### src/rtl/pi_sim_pkg.sv
// pi_sim_pkg: shared widths, FSM states and circle-threshold helper for the Monte Carlo pi tally
package pi_sim_pkg;
  localparam int COORD_W = 9;
  localparam int CNT_W = 32;
  localparam int THRESH_BIT = 2 * COORD_W;
  typedef enum logic [1:0] {IDLE, RUN, DRAIN, DONE} state_e;
  function automatic int thresh_bit(input int w);
    return 2 * w;
  endfunction
endpackage

### src/rtl/pi_inside_pipe.sv
// pi_inside_pipe: coords -> squares -> quarter-circle compare, all stages share one advance enable
module pi_inside_pipe
  import pi_sim_pkg::*;
#(
  parameter int W = COORD_W
) (
  input  logic         clk,
  input  logic         reset,
  input  logic         advance,
  input  logic         in_valid,
  input  logic [W-1:0] in_x,
  input  logic [W-1:0] in_y,
  output logic         s0_valid,
  output logic         s1_valid,
  output logic         out_valid,
  output logic [W-1:0] out_x,
  output logic [W-1:0] out_y,
  output logic         out_inside
);
  localparam int TB = thresh_bit(W);
  logic v0_q, v0_d, v1_q, v1_d, v2_q, v2_d, in2_q, in2_d;
  logic [W-1:0] x0_q, x0_d, y0_q, y0_d, x1_q, x1_d, y1_q, y1_d, x2_q, x2_d, y2_q, y2_d;
  logic [2*W-1:0] xx_q, xx_d, yy_q, yy_d;
  logic [2*W:0] sum;
  always_comb begin
    sum = {1'b0, xx_q} + {1'b0, yy_q};
    v0_d = advance ? in_valid : v0_q;
    x0_d = advance ? in_x : x0_q;
    y0_d = advance ? in_y : y0_q;
    v1_d = advance ? v0_q : v1_q;
    x1_d = advance ? x0_q : x1_q;
    y1_d = advance ? y0_q : y1_q;
    xx_d = advance ? (2*W)'(x0_q) * (2*W)'(x0_q) : xx_q;
    yy_d = advance ? (2*W)'(y0_q) * (2*W)'(y0_q) : yy_q;
    v2_d = advance ? v1_q : v2_q;
    x2_d = advance ? x1_q : x2_q;
    y2_d = advance ? y1_q : y2_q;
    in2_d = advance ? !sum[TB] : in2_q;
  end
  always_ff @(posedge clk) begin
    if (reset) begin
      {v0_q, v1_q, v2_q, in2_q} <= '0;
      {x0_q, y0_q, x1_q, y1_q, x2_q, y2_q} <= '0;
      {xx_q, yy_q} <= '0;
    end else begin
      {v0_q, v1_q, v2_q, in2_q} <= {v0_d, v1_d, v2_d, in2_d};
      {x0_q, y0_q, x1_q, y1_q, x2_q, y2_q} <= {x0_d, y0_d, x1_d, y1_d, x2_d, y2_d};
      {xx_q, yy_q} <= {xx_d, yy_d};
    end
  end
  assign s0_valid = v0_q;
  assign s1_valid = v1_q;
  assign out_valid = v2_q;
  assign out_x = x2_q;
  assign out_y = y2_q;
  assign out_inside = in2_q;
endmodule

### src/rtl/pi_point_tally.sv
// pi_point_tally: run FSM, LFSR issue control and hit tallies around pi_inside_pipe.
// Define PI_TALLY_BACKPRESSURE_EN to honour out_ready; otherwise the pipeline never stalls.
module pi_point_tally
  import pi_sim_pkg::*;
#(
  parameter int COORD_W = pi_sim_pkg::COORD_W,
  parameter int CNT_W = pi_sim_pkg::CNT_W
) (
  input  logic                 clk,
  input  logic                 reset,
  input  logic                 start,
  input  logic [CNT_W-1:0]     n_samples,
  input  logic [2*COORD_W-1:0] rand_q,
  output logic                 rand_en,
  output logic                 out_valid,
  input  logic                 out_ready,
  output logic [COORD_W-1:0]   out_x,
  output logic [COORD_W-1:0]   out_y,
  output logic                 out_inside,
  output logic [CNT_W-1:0]     total_cnt,
  output logic [CNT_W-1:0]     inside_cnt,
  output logic                 busy,
  output logic                 done
);
  state_e state_q, state_d;
  logic [CNT_W-1:0] issued_q, issued_d, target_q, target_d, total_q, total_d, inside_q, inside_d;
  logic busy_q, busy_d, done_q, done_d;
  logic rdy, adv, acc, v0, v1;
`ifdef PI_TALLY_BACKPRESSURE_EN
  assign rdy = out_ready;
`else
  assign rdy = 1'b1 | out_ready;
`endif
  assign adv = !out_valid | rdy;
  assign acc = out_valid & rdy;
  assign rand_en = (state_q == RUN) && adv && (issued_q < target_q);
  pi_inside_pipe #(.W(COORD_W)) u_pipe (
    .clk(clk), .reset(reset), .advance(adv), .in_valid(rand_en),
    .in_x(rand_q[2*COORD_W-1:COORD_W]), .in_y(rand_q[COORD_W-1:0]),
    .s0_valid(v0), .s1_valid(v1), .out_valid(out_valid),
    .out_x(out_x), .out_y(out_y), .out_inside(out_inside)
  );
  always_comb begin
    state_d = state_q;
    issued_d = issued_q + CNT_W'(rand_en);
    target_d = target_q;
    total_d = total_q + CNT_W'(acc);
    inside_d = inside_q + CNT_W'(acc & out_inside);
    if (start && (state_q == IDLE || state_q == DONE)) begin
      state_d = (n_samples == '0) ? DONE : RUN;
      issued_d = '0;
      target_d = n_samples;
      total_d = '0;
      inside_d = '0;
    end else if (state_q == RUN && rand_en && issued_d == target_q) begin
      state_d = DRAIN;
    end else if (state_q == DRAIN && acc && !v0 && !v1) begin
      state_d = DONE;
    end
    busy_d = (state_d == RUN) || (state_d == DRAIN);
    done_d = state_d == DONE;
  end
  always_ff @(posedge clk) begin
    if (reset) begin
      state_q <= IDLE;
      {issued_q, target_q, total_q, inside_q} <= '0;
      {busy_q, done_q} <= '0;
    end else begin
      state_q <= state_d;
      {issued_q, target_q, total_q, inside_q} <= {issued_d, target_d, total_d, inside_d};
      {busy_q, done_q} <= {busy_d, done_d};
    end
  end
  assign total_cnt = total_q;
  assign inside_cnt = inside_q;
  assign busy = busy_q;
  assign done = done_q;
endmodule
### config.mk
export PLATFORM = sky130hd
export DESIGN_NAME = pi_point_tally
export DESIGN_NICKNAME = d
export VERILOG_FILES = /design/src/rtl/pi_sim_pkg.sv /design/src/rtl/pi_inside_pipe.sv /design/src/rtl/pi_point_tally.sv
export SDC_FILE = /design/constraint.sdc
export NUM_CORES = 1
export LEC_CHECK = 0
export ABC_CLOCK_PERIOD_IN_PS = 5050
export CAP_MARGIN = 5
export CELL_PAD_IN_SITES_DETAIL_PLACEMENT = 0
export CELL_PAD_IN_SITES_GLOBAL_PLACEMENT = 1
export CORE_MARGIN = 5
export CORE_UTILIZATION = 40
export CTS_CLUSTER_SIZE = 20
export DETAILED_ROUTE_END_ITERATION = 8
export GPL_TIMING_DRIVEN = 0
export PLACE_DENSITY = 0.78
export SYNTH_ARGS = -nofsm -noshare
export SYNTH_HDL_FRONTEND = slang
export SYNTH_SLANG_ARGS = --single-unit
### constraint.sdc
create_clock -name clk -period 5.05 [get_ports clk]
set_clock_uncertainty 0.15 [all_clocks]
set_input_delay 0.7575 -clock clk [delete_from_list [all_inputs] [get_ports clk]]
set_output_delay 0.7575 -clock clk [all_outputs]
set_load 0.01 [all_outputs]
# After elaboration in Yosys (flattened, before gate mapping)
# Cells that the tools add are included.
totals:
  register_bits: 226
  output_inout_bits: 87
op_classes:
  addsub: 4
  n_mul: 2
  magnitude_cmp: 1
  n_eq_ne: 7
  muxes: 4
  bitwise_logic: 1
  n_reduce_logical: 15
op_table:
  columns: ["operator", "n"]
  rows:
  - ["32-bit by 1-bit adder with 32-bit output", 3]
  - ["9-bit by 9-bit multiplier with 18-bit output", 2]
  - ["32-bit equality test", 1]
  - ["32-bit logical NOT", 1]
  - ["32-bit less-than comparator", 1]
  - ["18-bit by 18-bit adder with 19-bit output", 1]
  - ["2-bit equality test, second input constant", 4]
  - ["2-bit two-way mux", 4]
  - ["1-bit logical AND", 7]
  - ["2-bit by 1-bit equality test with 1-bit output, second input constant", 2]
  - ["1-bit logical NOT", 3]
  - ["2-bit logical NOT", 1]
  - ["1-bit logical OR", 2]
  - ["2-bit OR reduction", 1]
  - ["1-bit AND", 1]

# Depth between registers and ports, before layout
# Gate-level depths: netlist (run 1).
depth:
  depth_word: 9
  mapped_depth: 21
  mapped_depth_nobuf: 20

# Hierarchy
# Synthesis (run 1) repeated with hierarchy kept, for this count alone.
unflattened:
  cells_unflattened: 1759
  area_unflattened_um2: 14989.4
by_module_without_submodules:
  columns: ["module", "n_inst", "cells_each", "area_per_inst_um2", "seq_area_each_um2"]
  rows:
  - ["pi_inside_pipe", 1, 882, 7775.0, 1801.7]
  - ["pi_point_tally", 1, 877, 7214.4, 2642.5]

# Least setup slack after synthesis (run 1)
# Ideal clock, no wire load.
synth_path:
  kind: "reg2reg"
  startpoint: "register u_pipe.x0_q[2]"
  endpoint: "register u_pipe.xx_q[17]"
  arrival_time_ps: 4563
  t_required_ps: 4772
  slack_ps: 210
  path_stages_with_launch: 20
  path_cell_list: "dfxtp_1 clkbuf_1 and2_1 fa_1 inv_1 fa_1 inv_1 ha_1 inv_1 fa_1 inv_1 ha_1 a21o_1 a21o_1 a2111oi_0 nor3_1 o31ai_1 o21ai_0 xor2_1 nor2_1"
synth_via:
  elab_chain_cells: 1
synth_rtl:
  columns: ["item", "line_no", "rtl"]
  rows:
  - ["from (decl)", "pi_inside_pipe.sv:22", "logic [W-1:0] x0_q, x0_d, y0_q, y0_d, x1_q, x1_d, y1_q, y1_d, x2_q, x2_d, y2_q, y2_d;"]
  - ["from (signal assigned)", "pi_inside_pipe.sv:47", "{x0_q, y0_q, x1_q, y1_q, x2_q, y2_q} <= {x0_d, y0_d, x1_d, y1_d, x2_d, y2_d};"]
  - ["9-bit by 9-bit multiplier with 18-bit output", "pi_inside_pipe.sv:33", "xx_d = advance ? (2*W)'(x0_q) * (2*W)'(x0_q) : xx_q;"]
  - ["to (signal assigned)", "pi_inside_pipe.sv:48", "{xx_q, yy_q} <= {xx_d, yy_d};"]
  - ["to (decl)", "pi_inside_pipe.sv:23", "logic [2*W-1:0] xx_q, xx_d, yy_q, yy_d;"]
# Every way passes these cells.
# A chain may end at the register's enable or synchronous reset.

# Worst setup path in the final report (run 1)
layout_path:
  startpoint: "register target_q[6]"
  endpoint: "register busy_q, in the netlist busy"
layout_via:
  elab_chain_cells: 9
  word_cells_on_any_way: 11
  classes_between: "add/sub: 1; order compare: 1; eq/ne: 3; mux: 2; reduce/logical: 4"
layout_rtl:
  columns: ["item", "line_no", "rtl"]
  rows:
  - ["from (decl)", "pi_point_tally.sv:26", "logic [CNT_W-1:0] issued_q, issued_d, target_q, target_d, total_q, total_d, inside_q, inside_d;"]
  - ["from (signal assigned)", "pi_point_tally.sv:70", "{issued_q, target_q, total_q, inside_q} <= {issued_d, target_d, total_d, inside_d};"]
  - ["32-bit less-than comparator", "pi_point_tally.sv:36", "assign rand_en = (state_q == RUN) && adv && (issued_q < target_q);"]
  - ["1-bit logical AND", "pi_point_tally.sv:36", null]
  - ["32-bit by 1-bit adder with 32-bit output", "pi_point_tally.sv:45", "issued_d = issued_q + CNT_W'(rand_en);"]
  - ["32-bit equality test", "pi_point_tally.sv:55", "end else if (state_q == RUN && rand_en && issued_d == target_q) begin"]
  - ["1-bit logical AND (*)", "pi_point_tally.sv:55", null]
  - ["2-bit two-way mux (*)", "pi_point_tally.sv:55", null]
  - ["2-bit two-way mux (*)", "pi_point_tally.sv:49", "if (start && (state_q == IDLE || state_q == DONE)) begin"]
  - ["net state_d[0]", "pi_point_tally.sv:25", "state_e state_q, state_d;"]
  - ["2-bit by 1-bit equality test with 1-bit output / 2-bit equality test (equally long branches)", "pi_point_tally.sv:60", "busy_d = (state_d == RUN) || (state_d == DRAIN);"]
  - ["1-bit logical OR (*)", "pi_point_tally.sv:60", null]
  - ["net busy_d", "pi_point_tally.sv:27", "logic busy_q, busy_d, done_q, done_d;"]
  - ["to (signal assigned)", "pi_point_tally.sv:71", "{busy_q, done_q} <= {busy_d, done_d};"]
  - ["to (decl)", "pi_point_tally.sv:27", null]
# Mark *: on every way through the listed nets, which the timed path passes. The rest lies on a longest branch.

==> results.json, run 1 <==
{
  "drive_above_1_share_pct": 8.65,
  "synth_ff_type": "dfxtp_1",
  "cts.sinks": 222,
  "cap_violations": 0,
  "drc_errors": 0,
  "critical_path.endpoint_type": "flop",
  "hold_path_class": "flop to flop",
  "reg2regPathDepth": 21,
  "antenna_found_initial": 1,
  "die_area_mm2": 0.0379,
  "viasPerCell": 5.05,
  "worstMarginPinSlew_ns": 0.799,
  "hold_viol_final": 0,
  "netlist_area_mm2": 0.0136,
  "leakagePower_nw": 6.99,
  "relSlewSlack_pct": 46.7,
  "core_area_mm2": 0.0336,
  "io_pins": 141,
  "start_util_pct": 40.6,
  "final.setup.worst_slack_ns": 0.199,
  "die_y_um": 195,
  "ir_worst_vdd_uv": 299,
  "synthTopCellsByArea": "dfxtp_1 (33%), ha_1 (11%), fa_1 (10%)",
  "syn_inst": 1543,
  "rows": 67,
  "routed_wl_um": 34400,
  "synth-edff-count": 0,
  "slowest_delay_ns": 0.38,
  "place_ws_ns": -1.00,
  "ant_nets": 0,
  "first_pass_iters": 5,
  "grt_pass1_vias": 11100,
  "yosysSeqAreaShare_pct": 32.6,
  "synth_cell_type_count": 66,
  "clk_root_buffer_cell": "clkbuf_16",
  "cp_slowest_cell": "dfxtp_2",
  "path_max_fanout": 6,
  "drtIter0Drc": 568,
  "fmax_mhz": 206,
  "period_minus_slack_ns": 4.85,
  "grt.total_usage_pct": 17.8,
  "vias": 11000,
  "insertion_delay_ns": 0.54,
  "place.detailed.hpwl_um": 26800,
  "path_cells": "inv_1 > ha_1 > a21o_1 > a211o_1 > o22ai_2 > a211oi_4 > buf_4 > nor2_4 > ha_4 > ha_4 > nand3_2 > or3_1 > buf_6 > nor4_4 > xnor2_2 > o211ai_1 > nor4_2 > and4_4 > o21ai_1 > ha_1 > nor2b_1",
  "critPathKind": "flop to flop",
  "synthesis.nets": 1785,
  "slew_viol_final": 0,
  "io_buffer_count": 139,
  "cts_tree": "built",
  "outcome": "completed",
  "clk_pin_slew_ns": 0.06,
  "h-tree-depth": 1,
  "fillCellCount": 3205,
  "synth_top_area_share_pct": 32.6,
  "setup_tns_ns": 0,
  "postCtsHoldBufs": 0,
  "crit_arrival_ns": 5.07,
  "powerDensity_mw_per_mm2": 269,
  "grt_pass1_wl_um": 56600,
  "postSynthAreaPerCell_um2": 8.84,
  "ys_ff_latch": 222,
  "placed_area_mm2": 0.0156,
  "overflow": 0,
  "holdWs_ns": 0.284,
  "gp_congestion": 0.899,
  "fin_nets": 1963,
  "period_share_pct": 96.1,
  "dp.cells": 2130,
  "final_cell_count_no_fill": 2184,
  "cp-start-kind": "flop",
  "grt_max_degree": 14,
  "syn_to_final_growth_pct": 24.0,
  "postLayoutCoreUtil_pct": 50.3,
  "synthArstFlopShare_pct": 0,
  "yosys.area.top_type": "dfxtp_1",
  "total_power_mw": 4.55,
  "post-route-cell-area_mm2": 0.0169,
  "worstHoldPathCells": 1,
  "yosysWarnings": 0,
  "required_ns": 5.27,
  "cts_buffer_depth": 3,
  "finalSetupViolCount": 0,
  "numCtsBuffers": 26,
  "wl_per_cell_um": 15.7,
  "die_x_um": 195
}
-- kinds of logic after synthesis --
| family | share of synthesized area, % |
|---|---|
| DFF | 32.6 |
| xor gates and xnor gates | 8.55 |
| and+or+nand+nor | 24.3 |
| buffers and inverters | 5.16 |
| muxes | 0.789 |
| adders and majority gates | 21.0 |
| AOI/OAI and AO/OA | 7.60 |
-- final cells by class --
| type | count | area, um2 | area share (%) |
|---|---|---|---|
| antenna | 1 | 2.50 | 0.0148 |
| multi-input combinational | 1137 | 8810 | 52.0 |
| inverter | 130 | 488 | 2.88 |
| sequential | 222 | 4480 | 26.5 |
| clock buffer | 36 | 728 | 4.30 |
| clock inverter | 6 | 123 | 0.725 |
| timing repair buffer | 155 | 1520 | 9.01 |
| buffer | 49 | 214 | 1.26 |
| tap | 448 | 561 | 3.31 |
-- flip-flops by register name, indices dropped and copies added (netlist names), 9 cells and up --
register      flops
total_cnt        32
u_pipe.xx_q      17
issued_q         32
inside_cnt       32
u_pipe.out_x      9
u_pipe.x0_q       9
target_q         32
u_pipe.yy_q      17
u_pipe.y0_q       9
u_pipe.out_y      9
-- critical path, delay by kind of cell (launching register included) --
kind	cells	cell delay [ns]
AO/OA/AOI/OAI	6	0.96
XOR/XNOR	1	0.17
adder cells (fa/ha/maj)	4	0.93
AND/OR/NAND/NOR	7	1.70
flip-flops	1	0.38
buffers and inverters	3	0.40
-- placed cells by master, fill, tap and decap left out, types with 26 or more instances in the layout --
cell type,netlist,layout
xor2_1,64,63
clkbuf_16,0,26
nor2_1,153,152
dfxtp_1,222,200
clkdlybuf4s50_1,0,139
ha_1,120,117
inv_1,130,128
nor2b_1,74,74
and2_1,77,77
nand4_1,32,32
nand3_1,48,47
fa_1,68,68
nor3_1,31,28
clkbuf_1,42,42
xnor2_1,64,63
a21oi_1,64,61
nand2_1,142,142
-- path summary, 6_finish.rpt --
kind | end | startpoint | slack [ns]
max | busy$_SDFF_PP0_ | target_q[6]$_SDFFE_PP0P_ | 0.20
min | u_pipe.out_x[3]$_SDFF_PP0_ | u_pipe.x1_q[3]$_SDFF_PP0_ | 0.28
max reg2reg | busy$_SDFF_PP0_ | target_q[6]$_SDFFE_PP0P_ | 0.20
min reg2reg | u_pipe.out_x[3]$_SDFF_PP0_ | u_pipe.x1_q[3]$_SDFF_PP0_ | 0.28
-- repair_timing --
item | CTS | global route
endpoints found under the setup margin | 12 | 9
pin swaps | 10 | 26
resized for setup | 36 | 60
setup buffers | 5 | 11
endpoints found under the hold margin | 0 | 0
-- cell usage after synthesis, drive strengths merged (4+ instances only) --
master   number
inv         130
a2111oi       8
mux2          6
clkbuf       42
nand2       142
nand2b        9
and4         11
and2         77
xnor2        64
nor4         20
o31ai         5
nand4        35
buf          12
xor2         64
nand3        49
a21o         15
or3          11
a211oi        6
mux2i         4
dfxtp       222
ha          120
a21oi        64
nor2b        74
or2           6
and3         15
fa           68
nor2        154
o221ai        4
nor3         37
o211ai        5
o21ai        30
-- where the power goes --
part / leakage [nW] / total (mW) / switching, mW / internal (mW)
sequential: 1.82 / 1.90 / 0.0692 / 1.83
clock: 0.410 / 1.88 / 0.726 / 1.15
combinational: 4.76 / 0.771 / 0.432 / 0.339
total: 6.99 / 4.55 / 1.23 / 3.33
-- routing by layer --
layer	global-route usage (%)	vias up	part of all wire, %
li1	-	5504	-
met1	22.9	5270	44
met2	31.6	200	49
met3	2.68	58	4.2
met4	4.48	0	2.7
met5	0	-	0
Power figures use the tool's default switching activity.
==> inputs of run 2 (changes only) <==
--- a/config.mk
+++ b/config.mk
@@ -5,16 +5,16 @@
 export SDC_FILE = /design/constraint.sdc
 export NUM_CORES = 1
 export LEC_CHECK = 0
-export ABC_CLOCK_PERIOD_IN_PS = 5050
+export ABC_CLOCK_PERIOD_IN_PS = 4800
 export CAP_MARGIN = 5
 export CELL_PAD_IN_SITES_DETAIL_PLACEMENT = 0
 export CELL_PAD_IN_SITES_GLOBAL_PLACEMENT = 1
 export CORE_MARGIN = 5
-export CORE_UTILIZATION = 40
+export CORE_UTILIZATION = 44
 export CTS_CLUSTER_SIZE = 20
 export DETAILED_ROUTE_END_ITERATION = 8
 export GPL_TIMING_DRIVEN = 0
-export PLACE_DENSITY = 0.78
+export PLACE_DENSITY = 0.82
 export SYNTH_ARGS = -nofsm -noshare
 export SYNTH_HDL_FRONTEND = slang
 export SYNTH_SLANG_ARGS = --single-unit
==> constraint.sdc (replaced) <==
create_clock -name clk -period 4.8 [get_ports clk]
set_clock_uncertainty 0.15 [all_clocks]
set_input_delay 0.72 -clock clk [delete_from_list [all_inputs] [get_ports clk]]
set_output_delay 0.72 -clock clk [all_outputs]
set_load 0.01 [all_outputs]
==> run 2 against run 1 <==
The run now ends with negative setup slack left. Sequential cell count unchanged. Die area decreased by 8.6%. Global-route usage increased by 2.1 points. Sequential share of layout area decreased by 0.49 points. Via count increased by 3.0%. Count of clock-buffer cells in the layout unchanged. Core utilization increased by 6.5 points. Final cell count decreased by 0.46%. Non-clock buffer count increased by 39. Clock power about the same. Critical endpoint unchanged. Largest power group unchanged.
==> results.json, run 2 (synthesis gave the netlist of run 1 again) <==
{
  "outcome": "finished, violations left",
  "violations": "negative setup slack",
  "cp_slowest_cell": "nor4_4",
  "reg2reg_from": "target_q[21]$_SDFFE_PP0P_",
  "grt_pass1_wl_um": 56500,
  "regArea_mm2": 0.00451,
  "dp.cells": 2078,
  "overflow": 0,
  "insertion_delay_ns": 0.54,
  "period_minus_slack_ns": 4.85,
  "place.detailed.hpwl_um": 26500,
  "cts_tree": "built",
  "critPathKind": "flop to flop",
  "antenna_found_initial": 1,
  "postLayoutCoreUtil_pct": 56.8,
  "slew_viol_final": 0,
  "clk_root_buffer_cell": "clkbuf_16",
  "fmax_mhz": 206,
  "die_y_um": 186,
  "place_ws_ns": -1.32,
  "post-route-cell-area_mm2": 0.0174,
  "path_max_fanout": 6,
  "io_pins": 141,
  "final_cell_count_no_fill": 2174,
  "grt_max_degree": 14,
  "finalSetupViolCount": 1,
  "gp_congestion": 0.924,
  "grt_pass1_vias": 11300,
  "core_area_mm2": 0.0306,
  "drc_errors": 0,
  "start_util_pct": 44.6,
  "numCtsBuffers": 26,
  "drive_above_1_share_pct": 13.5,
  "required_ns": 5.04,
  "io_buffer_count": 139,
  "fin_nets": 2003,
  "crit_top_cell": "ha_4",
  "cp-start-kind": "flop",
  "viasPerCell": 5.23,
  "cts.sinks": 222,
  "die_x_um": 186,
  "setup_tns_ns": -0.0509,
  "period_share_pct": 101,
  "rows": 64,
  "ant_nets": 0,
  "hold_path_class": "flop to flop",
  "critical_path.endpoint_type": "flop",
  "hold_viol_final": 0,
  "layout_commonest_cell": "dfxtp_1",
  "final_cell_mix": "dfxtp_1 (188), nor2_1 (151), nand2_1 (141), clkdlybuf4s50_1 (139), inv_1 (119)",
  "min-delay-start": "u_pipe.y1_q[3]$_SDFF_PP0_",
  "wl_per_cell_um": 16.2,
  "drtIter0Drc": 527,
  "placed_area_mm2": 0.0155,
  "crit_arrival_ns": 5.09,
  "cap_violations": 0,
  "ir_worst_vdd_uv": 278,
  "powerDensity_mw_per_mm2": 274,
  "total_power_mw": 4.77,
  "vias": 11400,
  "h-tree-depth": 1,
  "holdWs_ns": 0.286,
  "path_cells": "inv_4 > ha_4 > a2111oi_4 > o21ai_1 > o221ai_2 > nand4b_1 > nor2_4 > ha_4 > ha_4 > nand3_4 > or3_1 > buf_6 > o32ai_2 > o41a_1 > nand4_1 > nor4_4 > and4_4 > o21ai_2 > ha_1 > nor2b_4",
  "grt.total_usage_pct": 20.0,
  "fillCellCount": 2769,
  "critPathLaunch": "target_q[21]$_SDFFE_PP0P_",
  "leakagePower_nw": 7.22,
  "final.setup.worst_slack_ns": -0.0509,
  "routed_wl_um": 35200,
  "cts_buffer_depth": 3,
  "clk_pin_slew_ns": 0.06,
  "relSlewSlack_pct": 48.3,
  "worstMarginPinSlew_ns": 0.775,
  "syn_to_final_growth_pct": 27.3,
  "multi_input_area_mm2": 0.00900,
  "die_area_mm2": 0.0346,
  "slowest_delay_ns": 0.40,
  "rsz0062_at_grt": "true",
  "first_pass_iters": 4
}
-- run 2: cell count changes in the layout (fill, tap and decap cells not counted), moves of 4 or more --
cell      previous run  this run
buf_4               15        51
clkinv_2             0         4
dfxtp_1            200       188
dfxtp_2             20        24
dfxtp_4              2        10
fa_1                68        64
fa_2                 0         4
ha_1               117       108
ha_4                 3         9
inv_1              128       119
inv_2                2        10
nor2b_1             74        70
-- run 2: final cells by class --
class                   count  area share (%)
multi-input cells        1138            51.8
flip-flops and latches    222            26.0
repair buffers            193            10.5
clock buffers              36            4.19
well taps                 396            2.85
inverters                 130            2.82
plain buffers              50            1.37
clock inverters             8           0.475
diodes                      1          0.0144
-- run 2: per-layer routing --
metal  part of all wire [%]  track usage, %
met4                    4.3            7.17
met3                    4.6            3.05
met5                      0               0
met2                     48            34.6
met1                     43            25.3
-- run 2: final timing paths --
kind                                      to  slack [ns]  cells past startpoint
setup reg to reg             busy$_SDFF_PP0_       -0.05                     20
setup / recovery             busy$_SDFF_PP0_       -0.05                     20
hold reg to reg   u_pipe.out_y[3]$_SDFF_PP0_        0.29                      1
hold / removal    u_pipe.out_y[3]$_SDFF_PP0_        0.29                      1
-- run 2: repair_timing --
action	in CTS	in global routing
pin swaps	24	49
hold buffers	0	0
setup endpoints to repair	15	16
buffers inserted	29	24
gates resized for setup	86	82
gates cloned	0	2
-- run 2: where the power goes --
group,leakage (nW),internal (mW),switching [mW],total [mW]
logic,5.00,0.400,0.487,0.887
clock network,0.397,1.11,0.774,1.88
registers,1.82,1.93,0.0709,2.00
-- run 2: worst max-delay path: cells and delay by family, from the launching register on --
| kind | cells | cell delay, ns |
|---|---|---|
| flip-flops | 1 | 0.36 |
| adder cells (fa/ha/maj) | 4 | 0.92 |
| AO/OA/AOI/OAI | 6 | 1.19 |
| AND/OR/NAND/NOR | 8 | 1.89 |
| buffers and inverters | 2 | 0.19 |
==> inputs of run 3 (changes only) <==
--- a/config.mk
+++ b/config.mk
@@ -5,7 +5,7 @@
 export SDC_FILE = /design/constraint.sdc
 export NUM_CORES = 1
 export LEC_CHECK = 0
-export ABC_CLOCK_PERIOD_IN_PS = 4800
+export ABC_CLOCK_PERIOD_IN_PS = 4500
 export CAP_MARGIN = 5
 export CELL_PAD_IN_SITES_DETAIL_PLACEMENT = 0
 export CELL_PAD_IN_SITES_GLOBAL_PLACEMENT = 1
==> constraint.sdc (replaced) <==
create_clock -name clk -period 4.5 [get_ports clk]
set_clock_uncertainty 0.15 [all_clocks]
set_input_delay 0.675 -clock clk [delete_from_list [all_inputs] [get_ports clk]]
set_output_delay 0.675 -clock clk [all_outputs]
set_load 0.01 [all_outputs]
==> run 3 against run 2 <==
The run still ends with negative setup slack left. Global-route usage is 0.46 points higher. Core utilization is 1.1 points higher. Sequential cell count stayed put. Final cell count is 1.0% higher. Register-to-register slack worse by 0.19 ns. Sequential share of layout area is 0.42 points lower. Count of clock-buffer cells in the layout is 1 higher. Die area stayed put. First-iteration DRC count is 11% higher. Total power is 9.1% higher. Setup slack worse by 0.19 ns. Highest routed layer unchanged.
==> results.json, run 3 (synthesis gave the netlist of run 1 again) <==
{
  "vias": 11500,
  "p_comb_share_pct": 19.0,
  "grt_pass1_wl_um": 57500,
  "worstMarginPinSlew_ns": 0.786,
  "syn_to_final_growth_pct": 29.8,
  "p_sw_mw": 1.47,
  "grt.total_usage_pct": 20.5,
  "postLayoutCoreUtil_pct": 57.9,
  "die_x_um": 186,
  "cts_buffer_depth": 3,
  "path_cells": "inv_4 > ha_4 > a2111oi_4 > o21ai_1 > o221ai_2 > nand4b_1 > nor2_4 > ha_4 > nand4_4 > nor4_1 > nor4b_4 > xnor3_1 > nand4_1 > nor4_4 > nand4_1 > a21oi_2 > ha_4 > nor2b_4",
  "busiest_layer": "met2",
  "layout_commonest_cell": "dfxtp_1",
  "insertion_delay_ns": 0.55,
  "place_ws_ns": -1.56,
  "viasPerCell": 5.22,
  "rsz0062_at_grt": "true",
  "h-tree-depth": 1,
  "gp_congestion": 0.939,
  "powerDensity_mw_per_mm2": 294,
  "switching_share_pct": 28.4,
  "wl_per_cell_um": 16.4,
  "io_buffer_count": 139,
  "outcome": "finished, violations left",
  "cp_slowest_cell": "nor4_4",
  "clockPowerShare_pct": 40.0,
  "ant_nets": 0,
  "rows": 64,
  "hold_path_class": "flop to flop",
  "violations": "negative setup slack",
  "critPathKind": "flop to flop",
  "routed_wl_um": 36000,
  "final_cell_mix": "dfxtp_1 (191), nor2_1 (150), nand2_1 (141), clkdlybuf4s50_1 (139), inv_1 (120)",
  "drc_errors": 0,
  "relSlewSlack_pct": 47.6,
  "critical_path.endpoint_type": "flop",
  "holdWs_ns": 0.266,
  "fin_nets": 2024,
  "met1_usage_pct": 26.1,
  "crit_arrival_ns": 5.00,
  "ir_worst_vdd_uv": 275,
  "antennaDiodeCount": 0,
  "final_cell_count_no_fill": 2196,
  "slowest_delay_ns": 0.42,
  "clk_root_buffer_cell": "clkbuf_16",
  "total_power_mw": 5.20,
  "first_pass_iters": 6,
  "finalSetupViolCount": 5,
  "die_area_mm2": 0.0346,
  "drive_above_1_share_pct": 15.8,
  "start_util_pct": 44.6,
  "path_max_fanout": 5,
  "drtIter0Drc": 585,
  "grtUsageMet2_pct": 36.3,
  "overflow": 0,
  "antenna_found_initial": 0,
  "leakagePower_nw": 7.39,
  "numCtsBuffers": 27,
  "cp-start-kind": "flop",
  "dp.cells": 2078,
  "cp_top_family": "simple AND/OR/NAND/NOR gates",
  "required_ns": 4.76,
  "cap_violations": 0,
  "grtUsageMet3_pct": 2.85,
  "period_share_pct": 105,
  "final.setup.worst_slack_ns": -0.243,
  "fmax_mhz": 211,
  "clk_pin_slew_ns": 0.06,
  "hold_viol_final": 0,
  "period_minus_slack_ns": 4.74,
  "die_y_um": 186,
  "pwr-share-seq_pct": 40.9,
  "internal-power_mw": 3.73,
  "grt_max_degree": 15,
  "io_pins": 141,
  "post-route-cell-area_mm2": 0.0177,
  "placed_area_mm2": 0.0156,
  "cts.sinks": 222,
  "fillCellCount": 2759,
  "core_area_mm2": 0.0306,
  "setup_tns_ns": -0.512,
  "grt_pass1_vias": 11400,
  "slew_viol_final": 0,
  "cts_tree": "built",
  "place.detailed.hpwl_um": 26300,
  "crit_top_cell": "ha_4",
  "worst-path-buf-inv": 1
}
run 3: final timing paths:
| path | slack (ns) | depth (start not counted) | end | startpoint |
|---|---|---|---|---|
| worst max-delay path | -0.24 | 18 | busy$_SDFF_PP0_ | target_q[21]$_SDFFE_PP0P_ |
| worst min-delay path | 0.27 | 1 | u_pipe.out_x[3]$_SDFF_PP0_ | u_pipe.x1_q[3]$_SDFF_PP0_ |
| worst max register to register | -0.24 | 18 | busy$_SDFF_PP0_ | target_q[21]$_SDFFE_PP0P_ |
| worst min register to register | 0.27 | 1 | u_pipe.out_x[3]$_SDFF_PP0_ | u_pipe.x1_q[3]$_SDFF_PP0_ |
run 3: area by class of cell:
class / count / area [um2] / area share (%)
multi-input cells: 1138 / 9150 / 51.7
flip-flops and latches: 222 / 4530 / 25.6
repair buffers: 215 / 1980 / 11.2
clock buffers: 37 / 783 / 4.42
well taps: 396 / 495 / 2.80
inverters: 130 / 490 / 2.77
plain buffers: 48 / 216 / 1.22
clock inverters: 10 / 73.8 / 0.417
run 3: worst register-to-register path: stages, from the launching register on:
cell       delay, ns
dfxtp_4         0.37
inv_4           0.05
ha_4            0.22
a2111oi_4       0.34
o21ai_1         0.13
o221ai_2        0.28
nand4b_1        0.24
nor2_4          0.21
ha_4            0.20
nand4_4         0.14
nor4_1          0.35
nor4b_4         0.34
xnor3_1         0.26
nand4_1         0.16
nor4_4          0.42
nand4_1         0.21
a21oi_2         0.22
ha_4            0.21
nor2b_4         0.12
run 3: metal layers:
layer	vias up	wire [um]
li1	5639	-
met1	5502	15200
met2	268	17900
met3	56	1940
met4	0	1000
met5	-	0
run 3: timing repair:
item,4_1_cts,5_1_grt
pin swaps,61,66
gates resized for setup,137,50
setup buffers,58,20
endpoints found under the setup margin,17,18
hold buffers,0,0
gates cloned,1,0
run 3: power by group through the flow:
stage | logic, mW | registers [mW] | clock network [mW]
floorplan | 0.588 | 2.14 | 0
global placement | 0.829 | 2.17 | 0
detailed placement | 0.841 | 2.17 | 0
CTS | 0.947 | 2.13 | 2.14
global route | 1.11 | 2.14 | 2.21
finish | 0.991 | 2.13 | 2.08
